===== src/rtl/hub_slot_sched.sv =====
`default_nettype none
// ============================================================================
// Module      : hub_slot_sched
// Description : Hub slot timing for the cog bus. Generates the one-cycle
//               ena_bus strobe every DIV clocks and a one-hot slot owner.
//               The owner rotates in fixed order, or skips to the next
//               requesting cog when SKIP_IDLE is set. Per-cog wait counters
//               feed a worst-case latency register for profiling.
// Revision    : 1.0 - initial release
// ============================================================================
module hub_slot_sched #(
    parameter int DIV       = 2,
    parameter bit SKIP_IDLE = 1'b0,
    parameter int WBITS     = 5
) (
    input  logic             clk_cog,
    input  logic             res,
    input  logic [7:0]       cog_ena,
    input  logic [7:0]       cog_req,
    input  logic             lat_clr,
    output logic             ena_bus,
    output logic [7:0]       bus_sel,
    output logic [2:0]       slot_id,
    output logic [7:0]       grant,
    output logic             sync,
    output logic [WBITS-1:0] lat_max
);

    localparam logic [3:0]       c_div_last = 4'(DIV - 1);
    localparam logic [WBITS-1:0] c_wmax     = '1;

    logic [3:0]       r_cnt;
    logic             r_ena_bus;
    logic [7:0]       r_bus_sel;
    logic [2:0]       r_slot_id;
    logic [7:0]       r_grant;
    logic             r_sync;
    logic [WBITS-1:0] r_lat_max;
    logic [WBITS-1:0] r_wcnt [8];

    logic             w_last;
    logic [7:0]       w_cand;
    logic [2:0]       w_next_id;
    logic [2:0]       w_id_nxt;
    logic [7:0]       w_sel_nxt;
    logic             w_served;
    logic [WBITS-1:0] w_served_wait;

    // The strobe is registered from the last prescaler count, so it lands
    // in the cycle where r_cnt has just wrapped back to zero.
    assign w_last = (r_cnt == c_div_last);
    assign w_cand = cog_ena & cog_req;

    generate
        if (SKIP_IDLE) begin : g_skip
            logic [2:0] w_skip_id;
            logic [2:0] w_idx;
            // Scan offsets 8 down to 1 so the smallest matching offset wins;
            // offset 8 wraps to the current owner and is therefore last resort.
            always_comb begin
                w_skip_id = r_slot_id + 3'd1;
                w_idx     = r_slot_id;
                for (int k = 8; k >= 1; k--) begin
                    w_idx = r_slot_id + 3'(k);
                    if (w_cand[w_idx]) begin
                        w_skip_id = w_idx;
                    end
                end
            end
            assign w_next_id = w_skip_id;
        end else begin : g_fixed
            assign w_next_id = r_slot_id + 3'd1;
        end
    endgenerate

    // Owner for the coming cycle; only moves on the edge that ends a strobe.
    assign w_id_nxt      = r_ena_bus ? w_next_id : r_slot_id;
    assign w_sel_nxt     = 8'd1 << w_id_nxt;
    assign w_served      = |(r_bus_sel & w_cand);
    assign w_served_wait = r_wcnt[r_slot_id];

    // Prescaler, strobe, slot owner and the strobe-qualified grant/sync.
    always_ff @(posedge clk_cog) begin
        if (res) begin
            r_cnt     <= 4'd0;
            r_ena_bus <= 1'b0;
            r_bus_sel <= 8'b0000_0001;
            r_slot_id <= 3'd0;
            r_grant   <= 8'd0;
            r_sync    <= 1'b0;
        end else begin
            r_cnt     <= w_last ? 4'd0 : r_cnt + 4'd1;
            r_ena_bus <= w_last;
            r_bus_sel <= w_sel_nxt;
            r_slot_id <= w_id_nxt;
            r_grant   <= w_last ? (w_sel_nxt & w_cand) : 8'd0;
            r_sync    <= w_last && (w_sel_nxt == 8'b0000_0001);
        end
    end

    // Per-cog wait counters, advanced once per slot at the strobe edge.
    always_ff @(posedge clk_cog) begin
        if (res) begin
            for (int i = 0; i < 8; i++) begin
                r_wcnt[i] <= '0;
            end
        end else if (r_ena_bus) begin
            for (int i = 0; i < 8; i++) begin
                if (!w_cand[i] || r_bus_sel[i]) begin
                    r_wcnt[i] <= '0;
                end else if (r_wcnt[i] != c_wmax) begin
                    r_wcnt[i] <= r_wcnt[i] + 1'b1;
                end
            end
        end
    end

    // Worst-case wait of a served request; a clear beats a same-edge update.
    always_ff @(posedge clk_cog) begin
        if (res) begin
            r_lat_max <= '0;
        end else if (lat_clr) begin
            r_lat_max <= '0;
        end else if (r_ena_bus && w_served && (w_served_wait > r_lat_max)) begin
            r_lat_max <= w_served_wait;
        end
    end

    assign ena_bus = r_ena_bus;
    assign bus_sel = r_bus_sel;
    assign slot_id = r_slot_id;
    assign grant   = r_grant;
    assign sync    = r_sync;
    assign lat_max = r_lat_max;

endmodule
`default_nettype wire

===== config.mk =====
export PLATFORM = sky130hd
export DESIGN_NAME = hub_slot_sched
export DESIGN_NICKNAME = d
export VERILOG_FILES = /design/src/rtl/hub_slot_sched.sv
export SDC_FILE = /design/constraint.sdc
export NUM_CORES = 1
export LEC_CHECK = 0
export BUFFER_PORTS_ARGS = -buffer_cell sky130_fd_sc_hd__buf_2
export CAP_MARGIN = 30
export CORE_MARGIN = 4
export CORE_UTILIZATION = 52
export DETAILED_ROUTE_END_ITERATION = 10
export GPL_TIMING_DRIVEN = 0
export MAX_ROUTING_LAYER = met4
export PLACE_DENSITY = 0.81
export SYNTH_ARGS = -nofsm -noshare
export SYNTH_HDL_FRONTEND = slang
export SYNTH_SLANG_ARGS = --single-unit

===== constraint.sdc =====
create_clock -name clk_cog -period 2.5 [get_ports clk_cog]
set_clock_uncertainty 0.05 [all_clocks]
set_input_delay 0.625 -clock clk_cog [delete_from_list [all_inputs] [get_ports clk_cog]]
set_output_delay 0.625 -clock clk_cog [all_outputs]
set_load 0.01 [all_outputs]

Yosys cells after proc, flatten, opt, wreduce, memory -nomap -nowiden
Memory sizes are Yosys's and may differ from the RTL's. A register that Yosys moved wholly into a read port is not among the register bits.
Index checks and enable logic that the tools add are counted.
- div/mod/pow operators: 0
- multiplexer cells: 92
- reduce and logical (&&, ||, !) cells: 23
- order comparisons: 1
- $mul: 0
- add/sub/neg operators: 10
- equal/unequal tests: 10
- bitwise gates (word level): 20
- shift operators: 1
- operators with widths (operator ; count):
    5-bit two-way mux ; 16
    1-bit two-way mux ; 74
    5-bit by 1-bit adder with 5-bit output (second input constant) ; 8
    5-bit inequality test (second input constant) ; 8
    8-bit AND ; 3
    1-bit bitwise OR ; 16
    8-bit by 1-bit equality test with 1-bit output (second input constant) ; 1
    1-bit logical NOT ; 8
    1-bit logical OR ; 8
    8-bit OR reduction ; 1
    1-bit by 3-bit << shifter with 8-bit output (first input constant) ; 1
    3-bit two-way mux ; 2
    2-bit OR reduction ; 3
    5-bit > comparator ; 1
    4-bit by 1-bit adder with 4-bit output (second input constant) ; 1
    4-bit by 1-bit equality test with 1-bit output (second input constant) ; 1
    3-bit by 1-bit adder with 3-bit output (second input constant) ; 1
    1-bit logical AND ; 3
    1-bit inverter ; 1
- latch bits: 0
- bits in read-only memories: 0
- output and inout bits: 26
- memories kept: 1
- bits in writable memories: 40
- bits in registers: 30
- memory list (memory ; words ; width ; read ports ; clocked after memory_dff ; wr ports ; RTL line ; text):
    r_wcnt ; 8 ; 5 ; 9 ; 1 ; 8 ; 39 ; logic [WBITS-1:0] r_wcnt [8];

Depth between registers and ports, before layout
Gate-level depths: netlist of run 1.
- word-level depth: 9
- depth in mapped cells: 9
- mapped depth without buffers: 8

Worst setup path after synthesis of run 1
Ideal clock, no wire load.
- kind: register -> register
- from: register, netlist name slot_id[0]
- to: register r_lat_max[1], in the netlist lat_max[1]
- stages on the path, launching flop included: 10
- path slack: -0.402 ns
- arrival: 2.731 ns
- cell sequence: dfxtp_1 -> buf_6 -> mux4_1 -> mux2_2 -> ha_1 -> and3_1 -> a221o_1 -> a21oi_2 -> o21ai_0 -> nor3b_1
- RTL lines (item ; RTL line ; text):
    end signal, assigned ; 125 ; r_lat_max <= w_served_wait;
    end, declared ; 38 ; logic [WBITS-1:0] r_lat_max;

==> results.json, run 1 <==
{
  "ys_warn_count": 0,
  "p_int_mw": 1.98,
  "ant_nets": 0,
  "cpLargestDelayFamily": "multiplexers",
  "synthMuxAreaShare_pct": 8.90,
  "multi_input_area_um2": 1830,
  "clock.fmax_mhz": 360,
  "synth_top_family_by_area": "simple AND/OR/NAND/NOR gates",
  "io_pins": 45,
  "ys_seq_area_share_pct": 49.5,
  "dpl.hpwl_mm": 6.24,
  "combPwrFrac_pct": 15.9,
  "synth-xor-area-share_pct": 4.57,
  "p_seq_share_pct": 49.8,
  "synth_nets": 366,
  "min_period_over_period_pct": 111,
  "die_y_um": 91.7,
  "n_fill_cell": 491,
  "cts_max_level": 3,
  "synthDistinctLibCells": 37,
  "n_antenna_cell": 0,
  "final.min_clock_period_ns": 2.78,
  "antenna_found_initial": 0,
  "leakagePower_nw": 1.74,
  "grt.total_usage_pct": 22.1,
  "netSwitchingFraction_pct": 27.7,
  "start_util_pct": 53.6,
  "slew_headroom_pct": 58.0,
  "finalMaxSlewViolations": 0,
  "final_cell_mix": "buf_2 (45), nor2_1 (40), edfxtp_1 (40), dfxtp_1 (28), ha_1 (20)",
  "end_kind": "register",
  "numCtsBuffers": 9,
  "setup_viol": 5,
  "syn_area_um2": 3640,
  "synth_cells": 323,
  "hp-class": "reg -> reg",
  "startpoint": "slot_id[0]$_SDFF_PP0_",
  "worstReg2RegStart": "slot_id[0]$_SDFF_PP0_",
  "worst_slack_ns": -0.277,
  "ys_ff_latch": 70,
  "area_delta_synth_final_pct": 19.1,
  "critPathBufInv": 1,
  "drcViolationCount": 0,
  "cts.path.max_buffers": 2,
  "power_mw": 2.74,
  "slowest_delay_ns": 0.51,
  "crit_fanout": 5,
  "required_ns": 2.72,
  "slowest_stage": "mux4_2",
  "regArea_um2": 1810,
  "synthSimpleGateAreaFrac_pct": 21.4,
  "worstSkewPairLatency_ns": 0.35,
  "nets": 426,
  "coreArea_um2": 6790,
  "clkPwrFrac_pct": 34.3,
  "cap_violations": 0,
  "cts_hold_buf": 0,
  "min_from": "r_cnt[0]$_SDFF_PP0_",
  "vias": 2846,
  "path_class": "reg -> reg",
  "drt_pass1_iterations": 5,
  "wl_per_cell_um": 17.6,
  "path_depth": 9,
  "path_cells": "buf_12, mux4_2, mux2_4, ha_4, and3_4, a221o_1, a21oi_4, nor3_1, nor3b_1",
  "r2r-end": "lat_max[1]$_SDFFE_PP0P_",
  "drive_above_1_share_pct": 24.2,
  "rr_worst_depth": 9,
  "via_per_inst": 5.88,
  "row_count": 30,
  "cts_sinks": 70,
  "gr-total-overflow": 0,
  "synth_fa_ha_area_share_pct": 8.25,
  "grt_max_degree": 14,
  "dieArea_um2": 8400,
  "grt_pass1_wl_mm": 13.9,
  "run_status": "finished, violations left",
  "fp.dieW_um": 91.7,
  "cts.clk_slew.worst_paths_ns": 0.08,
  "switchingPower_uw": 760,
  "crit_arrival_ns": 3.00,
  "ir_drop_mv": 0.363,
  "rrSetupSlack_ns": -0.28,
  "portBuffers": 44,
  "drtIter0Drc": 234,
  "postLayoutCoreUtil_pct": 63.8,
  "syn_area_per_cell_um2": 11.3,
  "rsz0062_at_grt": "true",
  "crit_end": "lat_max[1]$_SDFFE_PP0P_",
  "final_cell_area_um2": 4340,
  "violations": "negative setup slack",
  "power_density_nw_per_um2": 633,
  "cts-root-buf": "clkbuf_8",
  "drt-total-wl_mm": 8.50,
  "mostFrequentLayoutCell": "buf_2",
  "synth-compound-area-share_pct": 4.74,
  "start_kind": "register",
  "tightest_slew_ns": 0.630,
  "grt_pass1_vias": 2779,
  "dpl_cell_area_um2": 4030,
  "gp_congestion": 0.868,
  "hold_viol": 0,
  "cts_tree": "built"
}
-- registers in the layout, indices dropped and copies added (netlist names) --
register,flops
lat_max,5
grant,8
sync,1
r_cnt,4
bus_sel,8
r_wcnt,40
ena_bus,1
slot_id,3
-- how the worst min path moves through the flow --
stage,slack [ns],to,cells after the start
2_1_floorplan,0.41,r_cnt[0]$_SDFF_PP0_,1
3_3_place_gp,0.44,r_cnt[0]$_SDFF_PP0_,1
3_5_place_dp,0.44,r_cnt[0]$_SDFF_PP0_,1
4_1_cts,0.45,r_cnt[0]$_SDFF_PP0_,1
5_1_grt,0.49,r_cnt[0]$_SDFF_PP0_,1
6_report,0.45,r_cnt[0]$_SDFF_PP0_,1
-- cell type report --
type	instances	share of cell area, %
plain buffers	9	1.53
clock buffers	11	4.01
inverters	11	0.952
multi-input cells	235	42.2
flip-flops and latches	70	41.7
well taps	96	2.77
clock inverters	5	0.808
repair buffers	47	6.06
-- cell usage after synthesis --
| master | count | area share [%] |
|---|---|---|
| nor3_2 | 1 | 0.28 |
| nor3b_1 | 12 | 2.5 |
| a21o_1 | 3 | 0.62 |
| nand3_1 | 17 | 2.3 |
| nor2b_1 | 1 | 0.17 |
| nand2b_1 | 3 | 0.52 |
| xor2_1 | 9 | 2.2 |
| buf_8 | 1 | 0.41 |
| o21ai_0 | 5 | 0.69 |
| clkbuf_1 | 5 | 0.52 |
| nor3_1 | 15 | 2.1 |
| buf_6 | 1 | 0.31 |
| edfxtp_1 | 40 | 33 |
| o21bai_1 | 7 | 1.4 |
| xnor2_1 | 10 | 2.4 |
| or4_1 | 7 | 1.4 |
| nor4_1 | 8 | 1.4 |
| buf_2 | 2 | 0.28 |
| or3_1 | 1 | 0.17 |
| dfxtp_1 | 30 | 17 |
| and3_1 | 9 | 1.5 |
| inv_1 | 11 | 1.1 |
| nand4_1 | 2 | 0.34 |
| a21oi_1 | 4 | 0.55 |
| and2_1 | 16 | 2.8 |
| mux4_2 | 1 | 0.62 |
| a21oi_2 | 1 | 0.24 |
| a31oi_1 | 4 | 0.69 |
| o21ai_2 | 1 | 0.24 |
| nand2_1 | 14 | 1.4 |
| mux4_1 | 9 | 6.5 |
| mux2i_1 | 2 | 0.55 |
| mux2_2 | 4 | 1.2 |
| or2_2 | 2 | 0.34 |
| ha_1 | 24 | 8.3 |
| a221o_1 | 1 | 0.28 |
| nor2_1 | 40 | 4.1 |
-- per-stage QoR --
step	hold slack, ns	TNS (ns)	std cells	worst slack, ns
2_1_floorplan	0.414	-0.498	323	-0.114
3_3_place_gp	0.435	-1.45	463	-0.299
3_5_place_dp	0.437	-1.66	463	-0.362
4_1_cts	0.449	-1.24	484	-0.280
5_1_grt	0.485	-1.62	484	-0.344
6_report	0.447	-1.27	484	-0.277
-- power groups by stage --
| stage | clock, mW | combinational [mW] | sequential [mW] |
|---|---|---|---|
| after floorplan | 0 | 0.281 | 1.37 |
| after global placement | 0 | 0.375 | 1.38 |
| after detailed placement | 0 | 0.386 | 1.39 |
| after CTS | 0.953 | 0.429 | 1.36 |
| after global routing | 1.01 | 0.480 | 1.38 |
| final | 0.941 | 0.436 | 1.37 |
-- per-layer routing --
| metal | wire length (µm) | GRT usage (%) |
|---|---|---|
| met5 | 0 | - |
| met4 | 215 | 10.3 |
| met3 | 703 | 4.02 |
| met2 | 3930 | 32.3 |
| met1 | 3660 | 30.0 |
-- cells by family after synthesis --
| kind of cell | Yosys count |
|---|---|
| AO/OA/AOI/OAI | 26 |
| XOR/XNOR | 19 |
| adder cells (fa/ha/maj) | 24 |
| buffers and inverters | 20 |
| flip-flops | 70 |
| multiplexers | 16 |
| AND/OR/NAND/NOR | 148 |
-- what timing repair did --
item | in CTS | in global routing
gates cloned | 3 | 0
pin swaps | 7 | 2
endpoints found under the setup margin | 5 | 5
buffers inserted | 2 | 0
gates resized for setup | 7 | 2
Note: power is estimated with default switching activity, not from simulation.
==> run 2: changes to the inputs <==
--- a/config.mk
+++ b/config.mk
@@ -10,7 +10,6 @@
 export CORE_MARGIN = 4
 export CORE_UTILIZATION = 52
 export DETAILED_ROUTE_END_ITERATION = 10
-export GPL_TIMING_DRIVEN = 0
 export MAX_ROUTING_LAYER = met4
 export PLACE_DENSITY = 0.81
 export SYNTH_ARGS = -nofsm -noshare
==> results.json, run 2 (same netlist as run 1, synthesis figures left out) <==
{
  "placed_cells_incl_taps": 491,
  "final_cell_area_um2": 4600,
  "final.min_clock_period_ns": 2.81,
  "fp.dieW_um": 91.7,
  "crit_fanout": 5,
  "tightest_slew_ns": 0.577,
  "cts_sinks": 70,
  "cap_violations": 0,
  "wl_per_cell_um": 18.5,
  "grt_max_degree": 19,
  "p_seq_share_pct": 46.5,
  "multi_input_area_um2": 1830,
  "hold_viol": 0,
  "clock.fmax_mhz": 356,
  "slew_headroom_pct": 61.4,
  "cts_tree": "built",
  "numCtsBuffers": 9,
  "cts-root-buf": "clkbuf_8",
  "run_status": "finished, violations left",
  "start_util_pct": 53.6,
  "slowest_delay_ns": 0.54,
  "area_delta_synth_final_pct": 26.4,
  "ir_drop_mv": 0.404,
  "required_ns": 2.70,
  "start_kind": "register",
  "rsz0062_at_grt": "true",
  "switchingPower_uw": 773,
  "clkPwrFrac_pct": 36.1,
  "worst_slack_ns": -0.312,
  "cts.path.max_buffers": 2,
  "gr-total-overflow": 0,
  "drtIter0Drc": 247,
  "netSwitchingFraction_pct": 26.4,
  "mostFrequentLayoutCell": "buf_2",
  "gp_congestion": 0.851,
  "violations": "negative setup slack",
  "setup_viol": 5,
  "drt-total-wl_mm": 9.53,
  "path_cells": "mux4_2, mux2_4, ha_4, and3_4, a221o_1, a21oi_4, o21ai_1, nor3b_2",
  "n_antenna_cell": 0,
  "nets": 456,
  "ant_nets": 0,
  "leakagePower_nw": 1.92,
  "combPwrFrac_pct": 17.4,
  "row_count": 30,
  "dieArea_um2": 8400,
  "slowest_stage": "mux4_2",
  "grt.total_usage_pct": 24.4,
  "coreArea_um2": 6790,
  "final_cells": 514,
  "hp-class": "in -> reg",
  "portBuffers": 44,
  "antenna_found_initial": 0,
  "crit_arrival_ns": 3.01,
  "die_y_um": 91.7,
  "min_period_over_period_pct": 112,
  "vias": 2913,
  "dpl.hpwl_mm": 6.86,
  "grt_pass1_vias": 2905,
  "io_pins": 45,
  "path_class": "reg -> reg",
  "cts.clk_slew.worst_paths_ns": 0.08,
  "cts_max_level": 3,
  "largest-register": "r_wcnt",
  "regArea_um2": 1810,
  "drcViolationCount": 0,
  "dpl_cell_area_um2": 4280,
  "drive_above_1_share_pct": 31.1,
  "final_cell_mix": "buf_2 (44), nor2_1 (40), buf_4 (40), edfxtp_1 (40), dfxtp_1 (29)",
  "worstSkewPairLatency_ns": 0.36,
  "grt_pass1_wl_mm": 15.1,
  "drt_pass1_iterations": 4,
  "p_int_mw": 2.15,
  "n_fill_cell": 500,
  "post-place-ws_ns": -0.248,
  "finalMaxSlewViolations": 0,
  "power_density_nw_per_um2": 636,
  "cts_hold_buf": 0,
  "largest_reg_flops": 40,
  "via_per_inst": 5.67,
  "postLayoutCoreUtil_pct": 67.7,
  "hold_slack_ns": 0.413,
  "end_kind": "register"
}
==> run 2: cell types whose count changed in the layout (fill, tap and decap cells not counted), sizes merged <==
cell	change
o21ai	-1
buf	+37
clkbuf	-5
bufinv	+2
inv	-3
==> run 2: power by group through the flow <==
stage / combinational [mW] / clock, mW / sequential (mW)
final: 0.510 / 1.06 / 1.36
after global placement: 0.428 / 0 / 1.38
after CTS: 0.490 / 1.05 / 1.35
after detailed placement: 0.446 / 0 / 1.39
after global routing: 0.553 / 1.12 / 1.36
after floorplan: 0.281 / 0 / 1.37
==> run 2: layer usage <==
metal  vias to the layer above  routed length [µm]  global-route usage [%]
met5                         -                   0                       -
met4                         0                 291                    8.17
met3                        22                 714                    6.15
met2                       107                4670                    39.2
met1                      1418                3850                    30.3
li1                       1366                   -                       -
==> run 2: path summary, 6_finish.rpt <==
path	startpoint	to	slack (ns)	depth (start not counted)
max	r_wcnt[0][2]$_SDFFCE_PN0P_	lat_max[2]$_SDFFE_PP0P_	-0.31	8
min	res	ena_bus$_SDFF_PP0_	0.41	2
max reg2reg	r_wcnt[0][2]$_SDFFCE_PN0P_	lat_max[2]$_SDFFE_PP0P_	-0.31	8
min reg2reg	r_cnt[0]$_SDFF_PP0_	r_cnt[0]$_SDFF_PP0_	0.45	1
==> run 2: critical path, delay by kind of cell, from the launching register on <==
| kind | cells | cell delay (ns) |
|---|---|---|
| AND/OR/NAND/NOR | 2 | 0.32 |
| flip-flops | 1 | 0.49 |
| AO/OA/AOI/OAI | 3 | 0.76 |
| multiplexers | 2 | 0.86 |
| adder cells (fa/ha/maj) | 1 | 0.22 |
==> run 2: stage by stage <==
step | TNS, ns | power (mW)
2_1_floorplan | -0.498 | 1.65
3_3_place_gp | -0.656 | 1.81
3_5_place_dp | -1.10 | 1.84
4_1_cts | -0.923 | 2.89
5_1_grt | -1.69 | 3.03
6_report | -1.45 | 2.93
==> run 2: repair_timing <==
item,in CTS,in global routing
gates cloned,1,0
pin swaps,1,8
endpoints found under the setup margin,5,5
endpoints found under the hold margin,0,0
resized for setup,3,7
buffers inserted,4,2
==> run 2: final cells by class <==
cell class              count  area share (%)
inverters                  11           0.897
multi-input cells         234            39.8
repair buffers             87            12.6
clock inverters             4            1.50
flip-flops and latches     70            39.2
clock buffers              12            3.37
well taps                  96            2.61
==> run 3: changes to the inputs <==
==> constraint.sdc (replaced) <==
create_clock -name clk_cog -period 2.5 [get_ports clk_cog]
set_clock_uncertainty 0.05 [all_clocks]
set_input_delay 0.125 -clock clk_cog [delete_from_list [all_inputs] [get_ports clk_cog]]
set_output_delay 0.125 -clock clk_cog [all_outputs]
set_load 0.01 [all_outputs]
==> results.json, run 3 (same netlist as run 1, synthesis figures left out) <==
{
  "die_y_um": 91.7,
  "clock.fmax_mhz": 362,
  "drt_pass1_iterations": 5,
  "path_cells": "buf_12, mux4_2, mux2_4, ha_4, and3_4, a221o_1, a21oi_4, o21ai_1, nor3b_2",
  "cts-root-buf": "clkbuf_8",
  "end_kind": "register",
  "gp_congestion": 0.852,
  "worstSkewPairLatency_ns": 0.36,
  "io_pins": 45,
  "postLayoutCoreUtil_pct": 66.8,
  "setup_tns_ns": -1.19,
  "drive_above_1_share_pct": 30.5,
  "setup_viol": 5,
  "cts.path.max_buffers": 2,
  "start_kind": "register",
  "tightest_slew_ns": 0.712,
  "grt_pass1_vias": 2902,
  "ant_nets": 0,
  "portBuffers": 44,
  "leakagePower_nw": 1.90,
  "largest-register": "r_wcnt",
  "hold_viol": 0,
  "ir_drop_mv": 0.442,
  "required_ns": 2.70,
  "final.min_clock_period_ns": 2.76,
  "cts_max_level": 3,
  "violations": "negative setup slack",
  "nets": 455,
  "min_period_over_period_pct": 111,
  "dieArea_um2": 8400,
  "drt-total-wl_mm": 9.06,
  "via_per_inst": 5.68,
  "power_density_nw_per_um2": 593,
  "final_cell_mix": "buf_2 (45), nor2_1 (40), edfxtp_1 (40), buf_4 (38), dfxtp_1 (29)",
  "rrSetupSlack_ns": -0.26,
  "drtIter0Drc": 194,
  "area_delta_synth_final_pct": 24.7,
  "drcViolationCount": 0,
  "largest_reg_flops": 40,
  "start_util_pct": 53.6,
  "crit_fanout": 5,
  "cts_tree": "built",
  "cap_violations": 0,
  "numCtsBuffers": 9,
  "hp-class": "in -> reg",
  "n_antenna_cell": 0,
  "vias": 2914,
  "rsz0062_at_grt": "true",
  "wl_per_cell_um": 17.7,
  "cts.clk_slew.worst_paths_ns": 0.08,
  "cts_sinks": 70,
  "cpLargestDelayFamily": "multiplexers",
  "dpl.hpwl_mm": 6.56,
  "finalMaxSlewViolations": 0,
  "worst_slack_ns": -0.265,
  "critPathBufInv": 1,
  "grt.total_usage_pct": 23.2,
  "crit_arrival_ns": 2.97,
  "cts_hold_buf": 0,
  "slowest_delay_ns": 0.48,
  "slowest_stage": "mux4_2",
  "grt_pass1_wl_mm": 14.5,
  "mostFrequentLayoutCell": "buf_2",
  "grt_max_degree": 21,
  "antenna_found_initial": 0,
  "coreArea_um2": 6790,
  "fp.dieW_um": 91.7,
  "run_status": "finished, violations left",
  "row_count": 30,
  "path_class": "reg -> reg",
  "slew_headroom_pct": 52.5,
  "gr-total-overflow": 0
}
-- run 3: worst min-delay path: stages --
cell	delay (ns)
buf_2	0.10
nand2_1	0.11
nor3_1	0.07
-- run 3: path summary, 6_finish.rpt --
check                        startpoint                       to  cells past startpoint
setup reg to reg  slot_id[0]$_SDFF_PP0_  lat_max[2]$_SDFFE_PP0P_                      9
hold / removal               cog_req[4]      grant[4]$_SDFF_PP0_                      3
setup / recovery  slot_id[0]$_SDFF_PP0_  lat_max[2]$_SDFFE_PP0P_                      9
hold reg to reg     r_cnt[0]$_SDFF_PP0_      r_cnt[0]$_SDFF_PP0_                      1
-- run 3: report_power, final --
| group | switching, mW | internal (mW) | leakage, nW |
|---|---|---|---|
| clock | 0.415 | 0.415 | 0.0877 |
| combinational | 0.260 | 0.247 | 1.15 |
| sequential | 0.0627 | 1.29 | 0.663 |
| total | 0.738 | 1.96 | 1.90 |
-- run 3: layout make-up --
| type | instances | area (µm²) |
|---|---|---|
| timing repair buffer | 86 | 571 |
| clock inverter | 1 | 5.00 |
| clock buffer | 15 | 166 |
| tap | 96 | 120 |
| multi-input combinational | 234 | 1830 |
| sequential | 70 | 1810 |
| fill | 508 | 2250 |
| inverter | 11 | 41.3 |
-- run 3: stage by stage --
stage	instance area (µm²)	instances	hold WS [ns]	setup slack (ns)	power (mW)
final	4540	513	0.0452	-0.265	2.69
after floorplan	3690	323	0.253	-0.114	1.65
after global routing	4540	513	0.0710	-0.340	2.81
after CTS	4500	512	0.0365	-0.184	2.66
after detailed placement	4260	489	0.400	-0.241	1.83
after global placement	4260	489	0.404	-0.138	1.81
-- run 3: timing repair --
| action | CTS | global route |
|---|---|---|
| setup buffers | 6 | 1 |
| gates cloned | 1 | 0 |
| endpoints found under the hold margin | 0 | 0 |
| endpoints found under the setup margin | 5 | 5 |
| pin swaps | 4 | 9 |
| gates resized for setup | 2 | 6 |
-- run 3: per-layer routing --
metal | routed length (µm) | share of wire [%] | track usage (%) | up-vias
li1 | - | - | - | 1365
met1 | 3970 | 44 | 30.8 | 1395
met5 | 0 | 0 | - | -
met3 | 575 | 6.3 | 3.69 | 23
met2 | 4290 | 47 | 35.4 | 131
met4 | 223 | 2.5 | 10.6 | 0
